File: src/rtl/asmd_count_pkg.sv
// Shared types and constants for the start/count/flag controller.
// Holds the state encoding, default parameters and the parameter range check.
package asmd_count_pkg;

   localparam int DEF_WIDTH = 4;
   localparam int DEF_E_BIT = 2;

   localparam logic [1:0] ST_IDLE_ENC  = 2'b00;
   localparam logic [1:0] ST_COUNT_ENC = 2'b01;
   localparam logic [1:0] ST_DONE_ENC  = 2'b10;

   typedef enum logic [1:0] {
      S_IDLE  = ST_IDLE_ENC,
      S_COUNT = ST_COUNT_ENC,
      S_DONE  = ST_DONE_ENC
   } state_t;

   // True when the counter width is supported and E_BIT addresses a counter bit.
   function automatic logic e_bit_in_range(input int width, input int e_bit);
      return (width >= 32'sd2) && (width <= 32'sd16) &&
             (e_bit >= 32'sd0) && (e_bit < width);
   endfunction

endpackage

File: src/rtl/asmd_count_ctrl_if.sv
// Host-side bus of the controller: run control in, counter/flags/status out.
// The host drives the master modport; the controller uses the slave modport.
interface asmd_count_ctrl_if
   import asmd_count_pkg::*;
#(
   parameter int WIDTH = DEF_WIDTH
);
   logic             start;
   logic             abort;
   logic             hold;
   logic [WIDTH-1:0] term_mask;
   logic [WIDTH-1:0] a;
   logic             e;
   logic             f;
   logic             busy;
   logic             done;

   modport master (
      output start, abort, hold, term_mask,
      input  a, e, f, busy, done
   );

   modport slave (
      input  start, abort, hold, term_mask,
      output a, e, f, busy, done
   );
endinterface

File: src/rtl/asmd_count_dp.sv
// Datapath of the controller: counter A, flag E, flag F and the latched
// termination mask. Every register moves only on a control strobe.
module asmd_count_dp
   import asmd_count_pkg::*;
#(
   parameter int WIDTH = DEF_WIDTH,
   parameter int E_BIT = DEF_E_BIT
) (
   input  logic             clk,
   input  logic             rst_b,
   input  logic             clr_a_f_i,
   input  logic             incr_a_i,
   input  logic             load_e_i,
   input  logic             set_f_i,
   input  logic [WIDTH-1:0] term_mask_i,
   output logic [WIDTH-1:0] a_o,
   output logic             e_o,
   output logic             f_o,
   output logic             match_o
);

   localparam logic [WIDTH-1:0] ZERO = {WIDTH{1'b0}};
   localparam logic [WIDTH-1:0] ONE  = {{(WIDTH-1){1'b0}}, 1'b1};

   logic [WIDTH-1:0] a_q, a_d;
   logic [WIDTH-1:0] mask_q, mask_d;
   logic             e_q, e_d;
   logic             f_q, f_d;

   // Next-state of the datapath registers from the control strobes.
   always_comb begin
      a_d    = a_q;
      mask_d = mask_q;
      e_d    = e_q;
      f_d    = f_q;
      if (clr_a_f_i) begin
         // A run starts: E deliberately keeps its last value.
         a_d    = ZERO;
         f_d    = 1'b0;
         mask_d = term_mask_i;
      end else begin
         if (incr_a_i) begin
            a_d = a_q + ONE;
         end else begin
            a_d = a_q;
         end
         if (load_e_i) begin
            e_d = a_q[E_BIT];
         end else begin
            e_d = e_q;
         end
         if (set_f_i) begin
            f_d = 1'b1;
         end else begin
            f_d = f_q;
         end
      end
   end

   // Datapath registers with asynchronous active-low reset.
   always_ff @(posedge clk or negedge rst_b) begin
      if (!rst_b) begin
         a_q    <= ZERO;
         mask_q <= ZERO;
         e_q    <= 1'b0;
         f_q    <= 1'b0;
      end else begin
         a_q    <= a_d;
         mask_q <= mask_d;
         e_q    <= e_d;
         f_q    <= f_d;
      end
   end

   // Termination test on the current (pre-increment) counter value.
   assign match_o = ((a_q & mask_q) == mask_q);
   assign a_o     = a_q;
   assign e_o     = e_q;
   assign f_o     = f_q;

endmodule

File: src/rtl/asmd_count_ctrl.sv
// Three-state start/count/done controller with its datapath.
// Counts A from zero until A covers the latched mask, with abort and hold,
// and reports busy plus a one-cycle done strobe decoded from the state register.
module asmd_count_ctrl
   import asmd_count_pkg::*;
#(
   parameter int WIDTH = DEF_WIDTH,
   parameter int E_BIT = DEF_E_BIT
) (
   input  logic             clk,
   input  logic             rst_b,
   asmd_count_ctrl_if.slave bus
);

   if (!e_bit_in_range(WIDTH, E_BIT)) begin : g_param_check
      $error("asmd_count_ctrl: WIDTH must be 2..16 and E_BIT must be below WIDTH");
   end

   state_t           state_q, state_d;
   logic             clr_a_f;
   logic             incr_a;
   logic             load_e;
   logic             set_f;
   logic             match_s;
   logic [WIDTH-1:0] a_s;
   logic             e_s;
   logic             f_s;

   // State register with asynchronous active-low reset.
   always_ff @(posedge clk or negedge rst_b) begin
      if (!rst_b) begin
         state_q <= S_IDLE;
      end else begin
         state_q <= state_d;
      end
   end

   // Next-state and datapath strobe decode; abort beats hold beats count.
   always_comb begin
      state_d = state_q;
      clr_a_f = 1'b0;
      incr_a  = 1'b0;
      load_e  = 1'b0;
      set_f   = 1'b0;
      case (state_q)
         S_IDLE: begin
            if (bus.start) begin
               clr_a_f = 1'b1;
               state_d = S_COUNT;
            end else begin
               state_d = S_IDLE;
            end
         end
         S_COUNT: begin
            if (bus.abort) begin
               state_d = S_IDLE;
            end else if (bus.hold) begin
               state_d = S_COUNT;
            end else begin
               incr_a = 1'b1;
               load_e = 1'b1;
               if (match_s) begin
                  state_d = S_DONE;
               end else begin
                  state_d = S_COUNT;
               end
            end
         end
         S_DONE: begin
            set_f   = 1'b1;
            state_d = S_IDLE;
         end
         default: begin
            state_d = S_IDLE;
         end
      endcase
   end

   asmd_count_dp #(
      .WIDTH (WIDTH),
      .E_BIT (E_BIT)
   ) u_dp (
      .clk         (clk),
      .rst_b       (rst_b),
      .clr_a_f_i   (clr_a_f),
      .incr_a_i    (incr_a),
      .load_e_i    (load_e),
      .set_f_i     (set_f),
      .term_mask_i (bus.term_mask),
      .a_o         (a_s),
      .e_o         (e_s),
      .f_o         (f_s),
      .match_o     (match_s)
   );

   // Status is a pure decode of the state register, so it is glitch-free.
   assign bus.busy = (state_q != S_IDLE);
   assign bus.done = (state_q == S_DONE);
   assign bus.a    = a_s;
   assign bus.e    = e_s;
   assign bus.f    = f_s;

endmodule

File: src/flat_wrapper.sv
// flat-port wrapper written by rule: the top's interface ports become plain ports
module asmd_count_ctrl_flat import asmd_count_pkg::*;
#(
   parameter int WIDTH = DEF_WIDTH,
   parameter int E_BIT = DEF_E_BIT
)
  (clk, rst_b, bus_start, bus_abort, bus_hold, bus_term_mask, bus_a, bus_e, bus_f, bus_busy, bus_done);
  asmd_count_ctrl_if #(.WIDTH(WIDTH)) bus_i ();
  input  logic clk;
  input  logic rst_b;
  input wire logic [$bits(bus_i.start)-1:0] bus_start;
  input wire logic [$bits(bus_i.abort)-1:0] bus_abort;
  input wire logic [$bits(bus_i.hold)-1:0] bus_hold;
  input wire logic [$bits(bus_i.term_mask)-1:0] bus_term_mask;
  output wire logic [$bits(bus_i.a)-1:0] bus_a;
  output wire logic [$bits(bus_i.e)-1:0] bus_e;
  output wire logic [$bits(bus_i.f)-1:0] bus_f;
  output wire logic [$bits(bus_i.busy)-1:0] bus_busy;
  output wire logic [$bits(bus_i.done)-1:0] bus_done;
  assign bus_i.start = bus_start;
  assign bus_i.abort = bus_abort;
  assign bus_i.hold = bus_hold;
  assign bus_i.term_mask = bus_term_mask;
  assign bus_a = bus_i.a;
  assign bus_e = bus_i.e;
  assign bus_f = bus_i.f;
  assign bus_busy = bus_i.busy;
  assign bus_done = bus_i.done;
  asmd_count_ctrl #(.WIDTH(WIDTH), .E_BIT(E_BIT)) u_core (.clk(clk), .rst_b(rst_b), .bus(bus_i));
endmodule
File: config.mk
export PLATFORM = sky130hd
export DESIGN_NAME = asmd_count_ctrl_flat
export DESIGN_NICKNAME = d
export VERILOG_FILES = /design/src/rtl/asmd_count_pkg.sv /design/src/rtl/asmd_count_ctrl_if.sv /design/src/rtl/asmd_count_dp.sv /design/src/rtl/asmd_count_ctrl.sv /design/src/flat_wrapper.sv
export SDC_FILE = /design/constraint.sdc
export NUM_CORES = 1
export LEC_CHECK = 0
export ABC_AREA = 1
export ABC_CLOCK_PERIOD_IN_PS = 3000
export CAP_MARGIN = 20
export CORE_AREA = 2 2 39 41
export DETAILED_ROUTE_END_ITERATION = 8
export DIE_AREA = 0 0 41 43
export HOLD_SLACK_MARGIN = 0.12
export PLACE_DENSITY = 0.75
export SETUP_SLACK_MARGIN = 0.05
export SYNTH_ARGS = -nofsm -noshare
export SYNTH_HDL_FRONTEND = slang
export SYNTH_SLANG_ARGS = --single-unit
File: constraint.sdc
create_clock -name clk -period 3 [get_ports clk]
set_input_delay 0.3 -clock clk [delete_from_list [all_inputs] [get_ports clk]]
set_output_delay 0.3 -clock clk [all_outputs]
set_load 0.02 [all_outputs]
; Word-level counts from Yosys, hierarchy flattened
; Cells that the tools add are included.
[totals]
reg_bits = 12
input_bits = 9
out_inout_bits = 8
[classes]
add_sub_neg = 1
n_eq_ne = 3
muxes = 15
n_bitwise = 2
n_reduce_logical = 5
[ops]
columns = op, count
row1 = $mux 1, 9
row2 = $mux 4, 2
row3 = $mux 2, 3
row4 = $reduce_bool 2->1, 3
row5 = $add 4x1->4 const B, 1
row6 = $and 4x4->4, 1
row7 = $eq 4x4->1, 1
row8 = $pmux 2 s2, 1
row9 = $eq 2x1->1 const B, 1
row10 = $eq 2x2->1 const B, 1
row11 = $logic_not 2->1, 1
row12 = $reduce_and 2->1, 1
row13 = $not 1->1, 1

; Depth between registers and ports, before layout
; Gate-level depths: netlist (run 1).
[logic_depth]
depth_word = 6
ltp_mapped = 6
mapped_depth_nobuf = 6

; By module
; From an unflattened synthesis (run 1), not the netlist that was laid out.
[hier_totals]
cells_unflattened = 68
hier_area_um2 = 546.8
[modules_own_cells]
columns = mod, n_inst, cells_each, area_each_um2, seq_area_each_um2
row1 = asmd_count_dp, 1, 51, 435.4, 250.2
row2 = asmd_count_ctrl, 1, 17, 111.4, 50.0

; Worst setup path before layout (run 1)
; OpenSTA, ideal clock, no wires.
[synth_timing]
path_kind = register -> register
from = register u_core.u_dp.a_q[0], in the netlist u_core.u_dp.a_o[0]
to = register u_core.u_dp.a_q[2], in the netlist u_core.u_dp.a_o[2]
setup_time_ns = 0.122
arrival_time_ns = 0.963
required_time_ns = 2.878
slack_ns = 1.915
path_stages_with_launch = 5
n_path_buf = 0
period_less_slack_ns = 1.085
cell_sequence = dfrtp_1 > ha_1 > xor2_1 > nand3_1 > o21ai_1
[synth_via]
elab_chain_len = 3
[synth_rtl]
columns = item, line_no
row1 = start: declaration, asmd_count_dp.sv:25  ; logic [WIDTH-1:0] a_q, a_d;
row2 = start signal: assignment, asmd_count_dp.sv:63  ; a_q <= ZERO;
row3 = start signal: assignment, asmd_count_dp.sv:68  ; a_q <= a_d;
row4 = $add 4x1->4, asmd_count_dp.sv:43  ; a_d = a_q + ONE;
row5 = $mux 4, asmd_count_dp.sv:42  ; if (incr_a_i) begin
row6 = $mux 4, asmd_count_dp.sv:36  ; if (clr_a_f_i) begin
; Every way passes these cells. The select of a mux whose other input is x is not followed.
; A chain may end at the register's enable or synchronous reset.

; Worst setup path in the final report (run 1)
[layout_timing]
from = register u_core.state_q[0]
to = output port bus_done
[layout_via]
elab_chain_len = 1
[layout_rtl]
columns = item, line_no
row1 = start: declaration, asmd_count_ctrl.sv:19  ; state_t state_q, state_d;
row2 = start signal: assignment, asmd_count_ctrl.sv:34  ; state_q <= state_d;
row3 = $eq 2x2->1, asmd_count_ctrl.sv:98  ; assign bus.done = (state_q == S_DONE);
row4 = end: declaration, flat_wrapper.sv:19  ; output wire logic [$bits(bus_i.done)-1:0] bus_done;
; Every way passes these cells.

==> flow_summary.toml, run 1 <==
[die]
die-area_um2 = 1760
fp.dieW_um = 41
fp.dieH_um = 43
ios = 17
rows = 14
start_util_pct = 42.2
placeableCoreArea_um2 = 1380

[routing]
wl_per_cell_um = 9.82
routed_wl_um = 1050
avgViaCountPerCell = 4.60
dr.pass1.iters = 2
drc = 0
ant_nets = 0
first_iter_violations = 2
vias = 492

[global_routing]
grt_pass1_wl_um = 1880
grt_start_max_net_pins = 13
grt.total_usage_pct = 16.1
grt_overflow = 0
grt_pass1_vias = 471
antenna_found_initial = 0

[timing]
rsz0062_at_grt = "false"
fin_crit_sh_pct = 57.6
post-route-min-period_ps = 1730
fin_setup_tns_ps = 0
fmax_mhz = 579
drv_slew = 0
hold_viol = 0
holdWs_ps = 375
slew_headroom_pct = 64.5
setup_viol_count_final = 0
setup_ws_ps = 1270
skew_ps = 3.57
worst_pin_slew_ps = 531

[power]
seq_power_share_pct = 41.5
ir_drop_mv = 0.309
p_clk_share_pct = 23.0
p_leak_nw = 0.416
switchingPower_w = 0.000191
power_density_nw_per_um2 = 685
comb_power_share_pct = 35.5
p_int_w = 0.000358
p_sw_share_pct = 34.7

[setup_path]
cp-start-kind = "flip-flop"
crit_type = "flip-flop to primary output"
crit_fanout = 3
cp.arrival_ps = 1430
end_kind = "primary output"
rr_worst_depth = 4
required_ps = 2700
reg2reg_slack_ps = 1980

[place]
dp_slack_ps = 1560
portBuffers = 16
dp_hpwl_um = 818
dp.cells = 103
gp_congestion = 0.766

[clocking]
ctsHoldBuffers = 0
cts_max_path_buffers = 2
cts-root-buf = "clkbuf_4"
h-tree-depth = 1
postCtsSetupBuffers = 0
clk_latency_ps = 270
cts_resized = 0
cts_buffers = 3
clk_pin_slew_ps = 70
cts.sinks = 12
cts_tree = "done"

[synthesis]
ys_types = 16
yosys_warnings = 0
ys_ff_latch = 12
syn_avg_cell_area_um2 = 8.23
synth-seq-area-share_pct = 51.4
synth_nets = 81
syn_inst = 71
synth_area_um2 = 584

[layout]
layout.nets = 102
antenna_cells = 0
drive_above_1_share_pct = 12.1
mostFrequentLayoutCells = "nand2_1 (25), clkdlybuf4s50_1 (16), dfrtp_1 (12), inv_1 (11), nor2_1 (4)"
final_cells = 107
syn_to_final_growth_pct = 37.0
layout_commonest_cell = "nand2_1"

[run_status]
status = "completed"

[hold_path]
min_path_type = "input pin to asynchronous set/reset pin"

[flow_run]
drv_cap = 0
per-stage QoR:
stage	utilization (%)	instance area (um^2)	power, W
floorplan	-	584	0.000355
global route	57.9	801	0.000595
CTS	57.9	801	0.000555
finish	57.9	801	0.000549
detailed placement	55.2	764	0.000428
global placement	55.2	764	0.000422
path summary, 6_finish.rpt:
check                                             startpoint                                end
min in group clk           u_core.u_dp.mask_q[3]$_DFFE_PN0N_  u_core.u_dp.mask_q[3]$_DFFE_PN0N_
setup / recovery                 u_core.state_q[0]$_DFF_PN0_                           bus_done
hold reg to reg            u_core.u_dp.mask_q[3]$_DFFE_PN0N_  u_core.u_dp.mask_q[3]$_DFFE_PN0N_
hold / removal                                         rst_b  u_core.u_dp.mask_q[1]$_DFFE_PN0N_
setup reg to reg              u_core.u_dp.a_o[0]$_DFFE_PN0P_     u_core.u_dp.a_o[2]$_DFFE_PN0P_
max in group asynchronous                              rst_b  u_core.u_dp.mask_q[3]$_DFFE_PN0N_
cell usage after synthesis, drive strengths merged:
cell,n,area share (%)
a21oi,1,0.86
dfrtp,12,51
ha,1,2.1
inv,12,7.7
nand2,28,19
nand3,4,5.6
nor2,5,4.5
nor3b,1,1.3
o21ai,6,5.8
xor2,1,1.5
power by group through the flow:
stage	Clock, W	Sequential (W)	Combinational, W
5_1_grt	0.000140	0.000233	0.000222
3_3_place_gp	0	0.000229	0.000193
2_1_floorplan	0	0.000241	0.000113
3_5_place_dp	0	0.000231	0.000196
6_report	0.000126	0.000228	0.000195
4_1_cts	0.000129	0.000228	0.000198
worst max-delay path, stage by stage, from the launching register on:
cell	delay, ps
dfrtp_1	400
nor2_1	140
clkdlybuf4s50_1	620
sequential cells by signal (all words and copies together), names as in the netlist:
name	flops
u_core.u_dp.f_o	1
u_core.state_q	2
u_core.u_dp.e_o	1
u_core.u_dp.a_o	4
u_core.u_dp.mask_q	4
layer usage:
| layer | routed length [um] | track usage [%] |
|---|---|---|
| met5 | 0 | 0 |
| met4 | 31 | 10.0 |
| met3 | 51 | 3.14 |
| met2 | 500 | 22.5 |
| met1 | 468 | 21.9 |
area by class of cell:
class / count / area, um^2
clock buffers: 4 / 36.3
fillers: 134 / 583
inverters: 12 / 45.0
multi-input cells: 47 / 239
flip-flops and latches: 12 / 300
well taps: 16 / 20.0
repair buffers: 16 / 160
cell families after synthesis:
kind of cell	share of synthesized area [%]
AND/OR/NAND/NOR	30.6
buffers and inverters	7.71
flip-flops	51.4
AO/OA/AOI/OAI	6.64
XOR/XNOR	1.50
adder cells (fa/ha/maj)	2.14
Note: power is estimated with default switching activity, not from simulation.
==> run 2: changes to the inputs <==
Settings changed: ABC_CLOCK_PERIOD_IN_PS 3000 to 1800, CORE_AREA 2 2 39 41 to unset, CORE_MARGIN set to 1.5, CORE_UTILIZATION set to 44, DIE_AREA 0 0 41 43 to unset.
Clock period 3 ns to 1.8 ns, I/O delays scaled along.
==> run 2 against run 1 <==
Against the previous run: routed wire length grew 11%; largest power group unchanged; highest routed layer unchanged; worst setup slack lost 1100 ps; critical path depth is the same; sequential share of layout area grew 0.12 points; first-iteration DRC count grew to 2.5 times the previous value; global-route usage grew 3.6 points; flip-flop and latch count is the same; die area shrank 12%; power grew 70%; largest cell class unchanged.
==> flow_summary.toml, run 2 (same netlist as run 1, synthesis figures left out) <==
[timing]
fmax_mhz = 615
drv_slew = 0
skew_ps = 2.63
slew_headroom_pct = 64.1
setup_viol_count_final = 0
hold_viol = 0
rsz0062_at_grt = "false"
fin_crit_sh_pct = 90.4
fin_setup_tns_ps = 0
post-route-min-period_ps = 1630
worst_pin_slew_ps = 537

[die]
rows = 12
fp.dieW_um = 39.4
placeableCoreArea_um2 = 1170
ios = 17
die-area_um2 = 1560
fp.dieH_um = 39.4
start_util_pct = 49.9

[clocking]
cts_resized = 0
postCtsSetupBuffers = 0
cts_max_path_buffers = 2
cts_buffers = 3
clk_latency_ps = 270
cts.sinks = 12
cts-root-buf = "clkbuf_4"
h-tree-depth = 1
clk_pin_slew_ps = 80
cts_tree = "done"
ctsHoldBuffers = 0

[routing]
first_iter_violations = 5
vias = 488
dr.pass1.iters = 4
ant_nets = 0
wl_per_cell_um = 11.1
routed_wl_um = 1170
avgViaCountPerCell = 4.65
drc = 0

[flow_run]
drv_cap = 0

[hold_path]
min_path_type = "input pin to asynchronous set/reset pin"

[setup_path]
end_kind = "primary output"
critical_path.max_stage_delay_ps = 620
crit_family = "buffers and inverters"
crit_fanout = 3
path_cells = "nor2_1 -> clkdlybuf4s50_1"
path_buf_inv = 1
cp.arrival_ps = 1450
cp-start-kind = "flip-flop"
slowest_stage = "clkdlybuf4s50_1"
crit_type = "flip-flop to primary output"
required_ps = 1620

[layout]
layout_commonest_cell = "nand2_1"
final_cells = 105
drive_above_1_share_pct = 12.1
syn_to_final_growth_pct = 36.6
layout.nets = 102
mostFrequentLayoutCells = "nand2_1 (25), clkdlybuf4s50_1 (16), dfrtp_1 (12), inv_1 (11), nor2_1 (4)"
antenna_cells = 0

[place]
portBuffers = 16
gp_congestion = 0.736
dp.cells = 101
dp_hpwl_um = 864

[global_routing]
antenna_found_initial = 0
grt_pass1_wl_um = 1970
grt_pass1_vias = 468
grt.total_usage_pct = 19.7
grt_overflow = 0
grt_start_max_net_pins = 13

[run_status]
status = "completed"

[power]
ir_drop_mv = 0.660
power_density_nw_per_um2 = 1170
p_leak_nw = 0.416
-- run 2: final timing paths --
kind,to,depth (start not counted),slack [ps],start
worst min register to register,u_core.u_dp.mask_q[3]$_DFFE_PN0N_,2,490,u_core.u_dp.mask_q[3]$_DFFE_PN0N_
worst min-delay path,u_core.state_q[1]$_DFF_PN0_,1,250,rst_b
worst max register to register,u_core.u_dp.a_o[3]$_DFFE_PN0P_,6,780,u_core.state_q[1]$_DFF_PN0_
worst max-delay path,bus_done,2,170,u_core.state_q[0]$_DFF_PN0_
min in group clk,u_core.u_dp.mask_q[1]$_DFFE_PN0N_,3,430,bus_term_mask[1]
max in group asynchronous,u_core.u_dp.a_o[1]$_DFFE_PN0P_,1,1190,rst_b
-- run 2: per-stage QoR --
step / worst slack (ps) / instance area (um^2) / util, % / total power [W] / hold WS (ps)
final: 173 / 798 / 68.2 / 0.000931 / 249
after global routing: 108 / 798 / 68.2 / 0.000998 / 300
after CTS: 165 / 798 / 68.2 / 0.000937 / 277
after detailed placement: 481 / 762 / 65.1 / 0.000718 / 470
after global placement: 503 / 762 / 65.1 / 0.000703 / 463
after floorplan: 715 / 584 / - / 0.000591 / -116
-- run 2: per-layer routing --
| layer | vias to the layer above | wire (um) | track usage (%) |
|---|---|---|---|
| met4 | 0 | 11 | 7.76 |
| met2 | 11 | 583 | 33.6 |
| li1 | 257 | - | - |
| met3 | 2 | 43 | 5.11 |
| met1 | 218 | 531 | 23.0 |
| met5 | - | 0 | 0 |
-- run 2: final cells by class --
cell class / count / area, um^2
clock buffer: 4 / 36.3
tap: 14 / 17.5
inverter: 12 / 45.0
timing repair buffer: 16 / 160
sequential: 12 / 300
multi-input combinational: 47 / 239
fill: 103 / 373
-- run 2: power by group --
group	total, W	switching, W	internal (W)
combinational	0.000329	0.000190	0.000139
clock	0.000219	0.0000957	0.000123
sequential	0.000384	0.0000485	0.000335
==> run 3: changes to the inputs <==
Settings changed: CTS_CLUSTER_DIAMETER set to 100.
==> results of run 3 <==
The final DEF is identical to that of run 2; final timing and power are the same.
